$ cat src/rtl/seq_pkg.sv
// Shared definitions for the byte-sequence collector: default geometry,
// FSM state encoding and the frame-length clamp.
package seq_pkg;

    localparam int SEQ_BYTE_W     = 8;
    localparam int SEQ_WORD_BYTES = 4;

    typedef enum logic [1:0] {
        IDLE,
        COLLECT,
        CHECK,
        DONE
    } state_e;

    // A zero or oversized byte count means "use the full word".
    function automatic logic [7:0] clamp_n(input logic [7:0] n, input logic [7:0] max_bytes);
        return (n == 8'd0 || n > max_bytes) ? max_bytes : n;
    endfunction

endpackage

$ cat src/rtl/seq_collector.sv
// seq_collector: receive end of the byte-sequence link. Shifts MSB-first bytes
// into a right-aligned word, publishes it with a one-cycle word_valid pulse and
// flags short, aborted or (optionally) checksum-failed frames on frame_err.
// Optional feature: define SEQ_COLLECT_CHECKSUM_EN to require a trailing XOR
// checksum byte after the data bytes (adds the CHECK state).
module seq_collector
    import seq_pkg::*;
#(
    parameter int BYTE_W     = SEQ_BYTE_W,
    parameter int WORD_BYTES = SEQ_WORD_BYTES
) (
    input  logic                         clk,
    input  logic                         rst_n,
    input  logic                         seq_en,
    input  logic [7:0]                   n,
    input  logic                         seq_valid,
    input  logic [BYTE_W-1:0]            seq_byte,
    input  logic                         seq_done,
    output logic [BYTE_W*WORD_BYTES-1:0] word_out,
    output logic                         word_valid,
    output logic                         busy,
    output logic                         frame_err
);

    localparam int WORD_W = BYTE_W * WORD_BYTES;
    localparam int CNT_W  = $clog2(WORD_BYTES + 1);

    state_e              state_q, state_d;
    logic                seq_en_q;
    logic [CNT_W-1:0]    n_q, n_d;
    logic [CNT_W-1:0]    cnt_q, cnt_d;
    logic [WORD_W-1:0]   shreg_q, shreg_d;
    logic [WORD_W-1:0]   word_q, word_d;
    logic                word_valid_q, word_valid_d;
    logic                frame_err_q, frame_err_d;
`ifdef SEQ_COLLECT_CHECKSUM_EN
    logic [BYTE_W-1:0]   xor_q, xor_d;
`endif

    logic                start;
    logic                last_byte;

    assign start      = seq_en & ~seq_en_q;
    assign last_byte  = seq_valid && ((cnt_q + CNT_W'(1)) == n_q);

    assign word_out   = word_q;
    assign word_valid = word_valid_q;
    assign frame_err  = frame_err_q;
    assign busy       = (state_q == COLLECT) || (state_q == CHECK);

    // State, datapath and output registers; reset returns to IDLE at once.
    // NOTE: every register here is a small flop, so all of them take the async reset; sequential state uses <= so each flop samples pre-edge values.
    always_ff @(posedge clk or negedge rst_n) begin
        if (!rst_n) begin
            state_q      <= IDLE;
            seq_en_q     <= 1'b0;
            n_q          <= '0;
            cnt_q        <= '0;
            shreg_q      <= '0;
            word_q       <= '0;
            word_valid_q <= 1'b0;
            frame_err_q  <= 1'b0;
`ifdef SEQ_COLLECT_CHECKSUM_EN
            xor_q        <= '0;
`endif
        end else begin
            state_q      <= state_d;
            seq_en_q     <= seq_en;
            n_q          <= n_d;
            cnt_q        <= cnt_d;
            shreg_q      <= shreg_d;
            word_q       <= word_d;
            word_valid_q <= word_valid_d;
            frame_err_q  <= frame_err_d;
`ifdef SEQ_COLLECT_CHECKSUM_EN
            xor_q        <= xor_d;
`endif
        end
    end

    // Next-state and datapath decode; aborts outrank byte capture.
    // NOTE: every _d gets a hold/default value first so no path through the case leaves it unassigned (no latches).
    always_comb begin
        state_d      = state_q;
        n_d          = n_q;
        cnt_d        = cnt_q;
        shreg_d      = shreg_q;
        word_d       = word_q;
        word_valid_d = 1'b0;
        frame_err_d  = 1'b0;
`ifdef SEQ_COLLECT_CHECKSUM_EN
        xor_d        = xor_q;
`endif

        case (state_q)
            IDLE: begin
                if (start) begin
                    n_d     = CNT_W'(clamp_n(n, 8'(WORD_BYTES)));
                    cnt_d   = '0;
                    shreg_d = '0;
`ifdef SEQ_COLLECT_CHECKSUM_EN
                    xor_d   = '0;
`endif
                    state_d = COLLECT;
                end
            end

            COLLECT: begin
                if (!seq_en) begin
                    frame_err_d = 1'b1;
                    state_d     = IDLE;
                end else begin
                    if (seq_valid) begin
                        shreg_d = {shreg_q[WORD_W-BYTE_W-1:0], seq_byte};
                        cnt_d   = cnt_q + CNT_W'(1);
`ifdef SEQ_COLLECT_CHECKSUM_EN
                        xor_d   = xor_q ^ seq_byte;
`endif
                    end
                    if (last_byte) begin
`ifdef SEQ_COLLECT_CHECKSUM_EN
                        state_d = CHECK;
`else
                        state_d = DONE;
`endif
                    end else if (seq_done) begin
                        frame_err_d = 1'b1;
                        state_d     = IDLE;
                    end
                end
            end

`ifdef SEQ_COLLECT_CHECKSUM_EN
            CHECK: begin
                if (!seq_en) begin
                    frame_err_d = 1'b1;
                    state_d     = IDLE;
                end else if (seq_valid) begin
                    if (seq_byte == xor_q) begin
                        state_d = DONE;
                    end else begin
                        frame_err_d = 1'b1;
                        state_d     = IDLE;
                    end
                end
            end
`endif

            DONE: begin
                word_d       = shreg_q;
                word_valid_d = 1'b1;
                state_d      = IDLE;
            end

            default: state_d = IDLE;
        endcase
    end

endmodule

$ cat config.mk
export PLATFORM = sky130hd
export DESIGN_NAME = seq_collector
export DESIGN_NICKNAME = d
export VERILOG_FILES = /design/src/rtl/seq_pkg.sv /design/src/rtl/seq_collector.sv
export SDC_FILE = /design/constraint.sdc
export NUM_CORES = 1
export LEC_CHECK = 0
export CELL_PAD_IN_SITES_DETAIL_PLACEMENT = 1
export CELL_PAD_IN_SITES_GLOBAL_PLACEMENT = 1
export CORE_ASPECT_RATIO = 0.7
export CORE_MARGIN = 4
export CORE_UTILIZATION = 30
export DETAILED_ROUTE_END_ITERATION = 6
export GPL_ROUTABILITY_DRIVEN = 0
export PLACE_DENSITY_LB_ADDON = 0.05
export RECOVER_POWER = 100
export SYNTH_ARGS = -nofsm -noshare
export SYNTH_HDL_FRONTEND = slang
export SYNTH_SLANG_ARGS = --single-unit
$ cat constraint.sdc
create_clock -name clk -period 1.6 [get_ports clk]
set_input_delay 0.32 -clock clk [delete_from_list [all_inputs] [get_ports clk]]
set_output_delay 0.32 -clock clk [all_outputs]
set_load 0.05 [all_outputs]
==> results.sh, run 1 <==
export IMPL_grt_total_usage_pct=12.8
export IMPL_busiest_layer="met1"
export IMPL_numClockSinks=75
export IMPL_dp_hpwl_mm=5.14
export IMPL_start_kind="register"
export IMPL_routed_wl_mm=6.94
export IMPL_r2r_setup_slack_ps=60
export IMPL_num_rows=30
export IMPL_drt_initial_drc_count=81
export IMPL_die_area_um2=12000
export IMPL_avgRoutedWirePerCell_um=14.6
export IMPL_drc=0
export IMPL_cts_path_max_buffers=2
export IMPL_worst_slew_pin_slew_ps=561
export IMPL_grt_max_degree=35
export IMPL_syn_num_nets=297
export IMPL_syn_to_final_growth_pct=33.6
export IMPL_synth_distinct_cells=31
export IMPL_relSlewSlack_pct=62.6
export IMPL_initial_core_util_pct=31.2
export IMPL_grt_setup_unrepaired="yes"
export IMPL_synth_top_area_cell="dfrtp_1"
export IMPL_first_global_vias=2297
export IMPL_crit_start="state_q[0]"
export IMPL_vdd_drop_max_uv=565
export IMPL_ctsRootBufferMaster="clkbuf_16"
export IMPL_fin_skew_ps=3.44
export IMPL_hold_viol_final=0
export IMPL_power_static_leakage_uw=0.00212
export IMPL_rr_worst_depth=7
export IMPL_antenna_cells=0
export IMPL_drv_slew=0
export IMPL_met3_usage_pct=3.98
export IMPL_ys_seq_elements=75
export IMPL_dieHeight_um=92.8
export IMPL_min_period_ps=1540
export IMPL_cp_data_arrival_time_ps=1760
export IMPL_antenna_found_initial=0
export IMPL_endpoint="cnt_q[2]"
export IMPL_ys_warn_count=0
export IMPL_min_path_type="register to register"
export IMPL_final_layout_size_suffix_gt1_share_pct=25.9
export IMPL_die_x_um=129
export IMPL_yosysSeqAreaShare_pct=60.9
export IMPL_p_per_area_nw_per_um2=1510
export IMPL_nNetsFinal=367
export IMPL_numCtsBuffers=9
export IMPL_synth_top_cell_area_share_pct=60.9
export IMPL_core_region_area_um2=9870
export IMPL_synthTopCellsByArea="dfrtp_1, mux2_2, nand2_1"
export IMPL_cap_violations=0
export IMPL_vias=2160
export IMPL_outcome="complete, no violations"
export IMPL_io_pins=56
export IMPL_clkTransAtPathRegs_ps=60
export IMPL_cts_tree="built"
export IMPL_ant_nets=0
export IMPL_synthCells=272
export IMPL_cp_data_required_time_ps=1820
export IMPL_clock_latency_ps=330
export IMPL_place_area_um2=4010
export IMPL_utilization_pct=41.7
export IMPL_avgViaCountPerCell=4.55
export IMPL_grt_overflow_total=0
export IMPL_fill_cells=1096
export IMPL_final_area_um2=4120
export IMPL_first_pass_iters=4
export IMPL_worstSetupPathType="register to register"
export IMPL_grt_pass1_wl_mm=11.8
export IMPL_setup_viol=0
export IMPL_r2r_start="state_q[0]"
export IMPL_timing_final_crit_share_pct=96.4
export IMPL_syn_area_per_cell_um2=11.3
export IMPL_crit_path_end_kind="register"
export IMPL_critPathMaxFanout=20
export IMPL_htreeDepth=3
export IMPL_r2r_end="cnt_q[2]"
export IMPL_syn_cell_area_um2=3080
export IMPL_max_clock_freq_mhz=648
export IMPL_port_buffers=55
export IMPL_grt_util_met1_pct=18.4
export IMPL_grt_util_met2_pct=18.3
## cells in the final DEF (no fill, tap or decap), types with 4 or more instances in the layout
cell type	instances
clkbuf_16	9
mux2_2	30
dlymetal6s2s_1	12
clkdlybuf4s50_1	18
buf_4	9
buf_12	5
clkbuf_2	25
nand2_1	76
clkbuf_1	5
dfrtp_1	75
o21ai_1	5
o21ai_0	35
nand2b_1	4
## worst min path at each step
stage / depth (start not counted) / from / endpoint / slack [ps]
2_1_floorplan: 0 / rst_n / cnt_q[0] / 20
3_3_place_gp: 1 / rst_n / word_valid / 250
4_1_cts: 2 / rst_n / shreg_q[30] / 440
3_5_place_dp: 1 / rst_n / word_valid / 250
6_report: 1 / word_out[20] / word_out[20] / 480
5_1_grt: 1 / word_out[20] / word_out[20] / 510
## area by class of cell
cell class / count / area [µm²] / share of cell area (%)
Sequential cell: 75 / 1880 / 45.6
Multi-Input combinational cell: 177 / 1100 / 26.8
Timing Repair Buffer: 76 / 671 / 16.3
Clock buffer: 12 / 246 / 5.99
Tap cell: 128 / 160 / 3.89
Clock inverter: 4 / 50.0 / 1.22
Inverter: 3 / 11.3 / 0.273
## cells in the mapped netlist
master / number
mux2_1: 2
nand4_1: 1
buf_2: 9
a22o_1: 2
dfrtp_1: 75
o21ai_1: 1
clkbuf_1: 3
nand3b_1: 1
a22oi_1: 1
nand2_1: 76
nor4_1: 1
o31ai_1: 1
o2111ai_4: 1
inv_1: 3
o2bb2ai_1: 1
nand2b_2: 1
clkbuf_2: 2
nor3b_1: 1
o21ai_0: 39
xnor2_1: 2
nand2b_1: 4
and2_1: 1
buf_4: 1
o211ai_1: 1
buf_6: 2
ha_1: 4
xor2_1: 2
nand2_4: 1
mux2_2: 30
nor2_1: 2
nand3_1: 1
## through the flow
step | hold slack [ps] | setup WS, ps | total power [µW] | setup TNS (ps) | std cells
after global routing | 505 | -61.1 | 6640 | -477 | 475
after CTS | 438 | 7.64 | 6460 | 0 | 475
after floorplan | 24.4 | 114 | 3610 | 0 | 272
final | 480 | 57.8 | 6220 | 0 | 475
after global placement | 247 | -47.9 | 4370 | -74.8 | 458
after detailed placement | 246 | -77.8 | 4420 | -651 | 458
## layer usage
| layer | vias up | part of all wire (%) |
|---|---|---|
| li1 | 1055 | - |
| met1 | 1056 | 51 |
| met4 | 0 | 1.3 |
| met5 | - | 0 |
| met3 | 9 | 4.5 |
| met2 | 40 | 44 |
## what timing repair did
| item | in CTS | in global routing |
|---|---|---|
| hold buffers | 1 | 0 |
| hold endpoints to repair | 18 | 0 |
| gates resized for setup | 2 | 5 |
| setup buffers | 0 | 0 |
| endpoints found under the setup margin | 5 | 24 |
## state kept, by name (all words and copies together), names as in the netlist
register and cells:
frame_err 1, cnt_q 3, shreg_q 32, word_valid 1, n_q 3, state_q 2, word_out 32, seq_en_q 1
## cell families after synthesis
kind of cell | Yosys count | synth area share [%]
buffers and inverters | 20 | 3.49
AO/OA/AOI/OAI | 47 | 8.93
adder cells (fa/ha/maj) | 4 | 1.62
multiplexers | 32 | 11.7
flip-flops | 75 | 60.9
XOR/XNOR | 4 | 1.14
AND/OR/NAND/NOR | 90 | 12.2
## power breakdown
| part | internal (µW) | switching, µW |
|---|---|---|
| clock | 1250 | 727 |
| sequential | 2210 | 238 |
| combinational | 705 | 1100 |
## worst max-delay path: stages (launching register included)
cell and delay, ps:
dfrtp_1 390, inv_1 70, ha_2 290, nand2_4 90, o2111ai_4 160, buf_12 190
o21ai_1 80, a22o_1 170
(Power assumes the default switching activity.)
==> run 2: changes to the inputs <==
--- a/config.mk
+++ b/config.mk
@@ -10,10 +10,12 @@
 export CORE_ASPECT_RATIO = 0.7
 export CORE_MARGIN = 4
 export CORE_UTILIZATION = 30
+export CTS_CLUSTER_DIAMETER = 200
 export DETAILED_ROUTE_END_ITERATION = 6
 export GPL_ROUTABILITY_DRIVEN = 0
-export PLACE_DENSITY_LB_ADDON = 0.05
+export PLACE_DENSITY = 0.65
 export RECOVER_POWER = 100
+export SETUP_SLACK_MARGIN = 0.15
 export SYNTH_ARGS = -nofsm -noshare
 export SYNTH_HDL_FRONTEND = slang
 export SYNTH_SLANG_ARGS = --single-unit
==> run 2 against run 1 <==
  * Flip-flop and latch count stayed put
  * Clock power rose by 3%
  * Critical path type is now register to output port
  * Register-to-register slack is essentially flat
  * Global-route usage shrank 0.17 points
  * First-iteration DRC count down 4.9%
  * Die area did not move
  * Clock-buffer cell count decreased by 1
  * Critical path depth is 4 lower
  * Combinational power is 2% lower
  * Cell area shrank 1.5%
  * Via count shrank 1.6%
==> results.sh, run 2 (same netlist as run 1, synthesis figures left out) <==
export IMPL_vias=2125
export IMPL_antenna_found_initial=0
export IMPL_numCtsBuffers=9
export IMPL_combPwrFrac_pct=28.2
export IMPL_critPathMaxFanout=5
export IMPL_start_kind="register"
export IMPL_endpoint="busy"
export IMPL_core_region_area_um2=9870
export IMPL_p_switching_uw=2090
export IMPL_multi_input_area_um2=1150
export IMPL_numClockSinks=75
export IMPL_p_sw_share_pct=33.4
export IMPL_cp_top_family="flip-flops"
export IMPL_drc=0
export IMPL_rr_worst_depth=4
export IMPL_relSlewSlack_pct=52.7
export IMPL_first_pass_iters=4
export IMPL_avgRoutedWirePerCell_um=15.4
export IMPL_cp_cell_sequence="inv_2, ha_4, buf_12"
export IMPL_grt_pass1_wl_mm=11.5
export IMPL_vdd_drop_max_uv=505
export IMPL_nNetsFinal=363
export IMPL_htreeDepth=3
export IMPL_avgViaCountPerCell=4.52
export IMPL_final_cell_mix="nand2_1, dfrtp_1, o21ai_0, clkbuf_2, mux2_2"
export IMPL_crit_start="state_q[0]"
export IMPL_cp_num_cells=3
export IMPL_timing_final_crit_share_pct=96.3
export IMPL_r2r_start="state_q[0]"
export IMPL_cp_data_arrival_time_ps=1220
export IMPL_r2r_setup_slack_ps=70
export IMPL_cts_path_max_buffers=2
export IMPL_min_path_type="register to register"
export IMPL_crit_path_end_kind="output port"
export IMPL_grt_max_degree=45
export IMPL_r2r_end="word_out[4]"
export IMPL_min_period_ps=1540
export IMPL_initial_core_util_pct=31.2
export IMPL_worstSetupPathType="register to output port"
export IMPL_pwr_share_clk_pct=32.4
export IMPL_cpPeakStageDelay_ps=430
export IMPL_dieHeight_um=92.8
export IMPL_grt_overflow_total=0
export IMPL_routed_wl_mm=7.22
export IMPL_fill_cells=1090
export IMPL_crit_slowest_cell="dfrtp_2"
export IMPL_drt_initial_drc_count=77
export IMPL_grt_setup_unrepaired="yes"
export IMPL_power_static_leakage_uw=0.00195
export IMPL_cts_tree="built"
export IMPL_p_seq_share_pct=39.4
export IMPL_first_global_vias=2228
export IMPL_finalNonFillerCells=470
export IMPL_grt_total_usage_pct=12.7
export IMPL_antenna_cells=0
export IMPL_fin_skew_ps=4.92
export IMPL_final_area_um2=4060
export IMPL_num_rows=30
export IMPL_place_area_um2=3860
export IMPL_placedCellCount=449
export IMPL_max_clock_freq_mhz=649
export IMPL_drv_slew=0
export IMPL_cp_data_required_time_ps=1280
export IMPL_outcome="complete, no violations"
export IMPL_hold_viol_final=0
export IMPL_io_pins=56
export IMPL_setup_viol=0
export IMPL_syn_to_final_growth_pct=31.6
export IMPL_place_ws_ps=-191
export IMPL_whs_path_depth=1
export IMPL_cap_violations=0
export IMPL_area_sequential_um2=1880
export IMPL_clkTransAtPathRegs_ps=60
export IMPL_finalWorstSetupSlack_ps=59.7
export IMPL_final_common_cell="nand2_1"
export IMPL_final_layout_size_suffix_gt1_share_pct=31.0
export IMPL_die_x_um=129
export IMPL_die_area_um2=12000
export IMPL_clock_latency_ps=330
export IMPL_p_per_area_nw_per_um2=1540
export IMPL_ctsRootBufferMaster="clkbuf_16"
export IMPL_intPower_uw=4160
export IMPL_worst_path_buf_inv=2
export IMPL_dp_hpwl_mm=4.83
export IMPL_ant_nets=0
export IMPL_worst_slew_pin_slew_ps=709
export IMPL_port_buffers=55
==> run 2: area by class of cell <==
| cell class | count | share of cell area [%] |
|---|---|---|
| Inverter | 3 | 0.278 |
| Clock inverter | 4 | 1.23 |
| Timing Repair Buffer | 72 | 13.7 |
| Multi-Input combinational cell | 177 | 28.3 |
| Clock buffer | 11 | 6.23 |
| Tap cell | 128 | 3.95 |
| Sequential cell | 75 | 46.3 |
==> run 2: power by group through the flow <==
stage               clock network [µW]  logic, µW  registers [µW]
floorplan                            0        919            2700
global placement                     0       1720            2490
detailed placement                   0       1770            2500
CTS                               2100       1860            2480
global route                      2200       1940            2510
finish                            2020       1760            2460
==> run 2: timing repair <==
action / CTS / global route
pin swaps: 2 / 0
hold buffers: 1 / 0
endpoints found under the hold margin: 22 / 0
gates cloned: 0 / 3
endpoints found under the setup margin: 42 / 72
buffers inserted: 2 / 0
resized for setup: 7 / 11
==> run 2: metal layers <==
layer | share of wire (%) | vias to the layer above | track usage, %
met1 | 50 | 1034 | 17.1
li1 | - | 1036 | -
met4 | 1.6 | 0 | 4.72
met3 | 5.7 | 9 | 5.42
met2 | 43 | 46 | 17.9
met5 | 0 | - | 0
==> run 2: metrics by stage <==
step | power (µW) | TNS, ps | hold slack (ps) | utilization [%]
2_1_floorplan | 3620 | 0 | 24.4 | -
3_3_place_gp | 4210 | -282 | 262 | 39.1
3_5_place_dp | 4270 | -666 | 269 | 39.1
4_1_cts | 6440 | 0 | 450 | 42.8
5_1_grt | 6640 | 0 | 499 | 41.1
6_report | 6250 | 0 | 479 | 41.1
==> run 2: worst min-delay path by stage <==
| stage | startpoint | endpoint |
|---|---|---|
| floorplan | rst_n | cnt_q[0] |
| global placement | rst_n | word_valid |
| detailed placement | rst_n | word_valid |
| CTS | rst_n | state_q[1] |
| global route | word_out[19] | word_out[19] |
| finish | word_out[19] | word_out[19] |
==> run 3: changes to the inputs <==
--- a/config.mk
+++ b/config.mk
@@ -12,8 +12,9 @@
 export CORE_UTILIZATION = 30
 export CTS_CLUSTER_DIAMETER = 200
 export DETAILED_ROUTE_END_ITERATION = 6
+export DONT_BUFFER_PORTS = 1
 export GPL_ROUTABILITY_DRIVEN = 0
-export PLACE_DENSITY = 0.65
+export PLACE_DENSITY = 0.56
 export RECOVER_POWER = 100
 export SETUP_SLACK_MARGIN = 0.15
 export SYNTH_ARGS = -nofsm -noshare
==> constraint.sdc (replaced) <==
create_clock -name clk -period 1.83 [get_ports clk]
set_input_delay 0.366 -clock clk [delete_from_list [all_inputs] [get_ports clk]]
set_output_delay 0.366 -clock clk [all_outputs]
set_load 0.05 [all_outputs]
==> run 3 against run 2 <==
  * The flow now finishes with violations (negative hold slack)
  * Worst hold slack got worse by 750 ps
  * Largest power group unchanged
  * First-iteration DRC count rose by 22%
  * Power decreased by 10%
  * Combinational power fell by 38%
  * Core utilization down 4.4 points
  * Non-clock buffer count shrank 65
  * Via count fell by 10%
  * Clock skew rose by 1.6 ps
==> results.sh, run 3 (same netlist as run 1, synthesis figures left out) <==
export IMPL_outcome="finished with violations"
export IMPL_violations="negative hold slack"
export IMPL_vias=1902
export IMPL_drt_initial_drc_count=94
export IMPL_grt_setup_unrepaired="yes"
export IMPL_power_static_leakage_uw=0.00164
export IMPL_cp_data_required_time_ps=2050
export IMPL_fill_cells=1082
export IMPL_htreeDepth=3
export IMPL_setup_viol=0
export IMPL_finalWorstSetupSlack_ps=219
export IMPL_critPathMaxFanout=23
export IMPL_first_pass_iters=4
export IMPL_cts_setup_buffers=0
export IMPL_grt_pass1_wl_mm=11.5
export IMPL_grt_util_met1_pct=16.6
export IMPL_grt_total_usage_pct=12.6
export IMPL_cap_violations=0
export IMPL_grt_util_met2_pct=17.8
export IMPL_grt_max_degree=76
export IMPL_avgRoutedWirePerCell_um=17.3
export IMPL_r2r_end="cnt_q[2]"
export IMPL_r2r_setup_slack_ps=220
export IMPL_cp_data_arrival_time_ps=1830
export IMPL_core_region_area_um2=9870
export IMPL_die_area_um2=12000
export IMPL_place_ws_ps=152
export IMPL_holdWs_ps=-276
export IMPL_grt_overflow_total=0
export IMPL_syn_to_final_growth_pct=17.4
export IMPL_clock_latency_ps=340
export IMPL_p_sw_share_pct=32.6
export IMPL_ctsRootBufferMaster="clkbuf_16"
export IMPL_cts_path_max_buffers=2
export IMPL_crit_path_end_kind="register"
export IMPL_worst_slew_pin_slew_ps=524
export IMPL_final_layout_size_suffix_gt1_share_pct=21.2
export IMPL_timing_final_crit_share_pct=88.0
export IMPL_pwr_share_clk_pct=37.0
export IMPL_antenna_found_initial=0
export IMPL_fin_skew_ps=6.55
export IMPL_min_path_type="input pin to asynchronous set/reset pin"
export IMPL_avgViaCountPerCell=4.68
export IMPL_tns_ps=0
export IMPL_cp_cell_sequence="inv_1, ha_4, o2111ai_4, buf_12, o21ai_1, a22o_1"
export IMPL_clkTransAtPathRegs_ps=60
export IMPL_nNetsFinal=298
export IMPL_placedCellCount=389
export IMPL_die_x_um=129
export IMPL_crit_slowest_cell="dfrtp_2"
export IMPL_busiest_layer="met2"
export IMPL_io_pins=56
export IMPL_combPwrFrac_pct=19.6
export IMPL_port_buffers=0
export IMPL_first_global_vias=2096
export IMPL_drc=0
export IMPL_drv_slew=0
export IMPL_hold_viol_final=75
export IMPL_cts_tree="built"
export IMPL_min_period_ps=1610
export IMPL_ant_nets=0
export IMPL_r2r_start="state_q[0]"
export IMPL_met3_usage_pct=6.74
export IMPL_max_clock_freq_mhz=621
export IMPL_p_switching_uw=1830
export IMPL_dieHeight_um=92.8
export IMPL_rr_worst_depth=6
export IMPL_p_total_uw=5600
export IMPL_final_common_cell="nand2_1"
export IMPL_relSlewSlack_pct=65.1
export IMPL_p_seq_share_pct=43.4
export IMPL_antenna_cells=0
export IMPL_start_kind="register"
export IMPL_numClockSinks=75
export IMPL_intPower_uw=3770
export IMPL_worstSetupPathType="register to register"
export IMPL_vdd_drop_max_uv=521
export IMPL_routed_wl_mm=7.03
export IMPL_num_rows=30
export IMPL_numCtsBuffers=9
export IMPL_utilization_pct=36.7
export IMPL_final_cell_mix="nand2_1, dfrtp_1, o21ai_0"
export IMPL_p_per_area_nw_per_um2=1550
export IMPL_cpPeakStageDelay_ps=420
export IMPL_initial_core_util_pct=31.2
export IMPL_finalNonFillerCells=406
export IMPL_dp_hpwl_mm=4.42
-- run 3: area by class of cell --
type	instances	area (µm²)	share of cell area, %
flip-flops and latches	75	1880	51.9
clock inverters	6	113	3.11
well taps	128	160	4.43
repair buffers	7	95.1	2.63
clock buffers	10	239	6.60
multi-input cells	177	1120	31.0
inverters	3	11.3	0.311
-- run 3: power by group through the flow --
stage          combinational [µW]  sequential, µW  clock [µW]
6_report                     1100            2430        2070
5_1_grt                      1230            2470        2210
4_1_cts                      1030            2430        2130
3_5_place_dp                 1010            2460           0
3_3_place_gp                  979            2450           0
2_1_floorplan                 797            2360           0
-- run 3: layer usage --
layer / vias to the layer above / wire length [µm]
li1: 914 / -
met1: 934 / 3440
met2: 47 / 2980
met3: 7 / 543
met4: 0 / 65
met5: - / 0
-- run 3: through the flow --
stage                     hold slack (ps)  cell area [µm²]
after global routing                 -299             3620
after detailed placement             72.8             3230
after CTS                            -294             3590
after global placement               72.2             3230
after floorplan                      70.4             3080
final                                -276             3620
-- run 3: worst max-delay path by stage --
| stage | startpoint | endpoint | slack, ps | cells past startpoint |
|---|---|---|---|---|
| after floorplan | state_q[0] | cnt_q[2] | 340 | 6 |
| after global placement | state_q[0] | n_q[1] | 230 | 6 |
| after detailed placement | state_q[0] | n_q[1] | 150 | 6 |
| after CTS | state_q[0] | busy | 130 | 2 |
| after global routing | state_q[1] | n_q[0] | 70 | 6 |
| final | state_q[0] | cnt_q[2] | 220 | 6 |
-- run 3: repair_timing --
item | CTS | global route
resized for setup | 2 | 4
hold endpoints to repair | 75 | 75
pin swaps | 0 | 1
setup endpoints to repair | 3 | 6
cloned | 0 | 1
-- run 3: critical path: cells and delay by family (launching register included) --
kind	cells	cell delay (ps)
AO/OA/AOI/OAI	3	590
adder cells (fa/ha/maj)	1	190
buffers and inverters	2	290
flip-flops	1	420
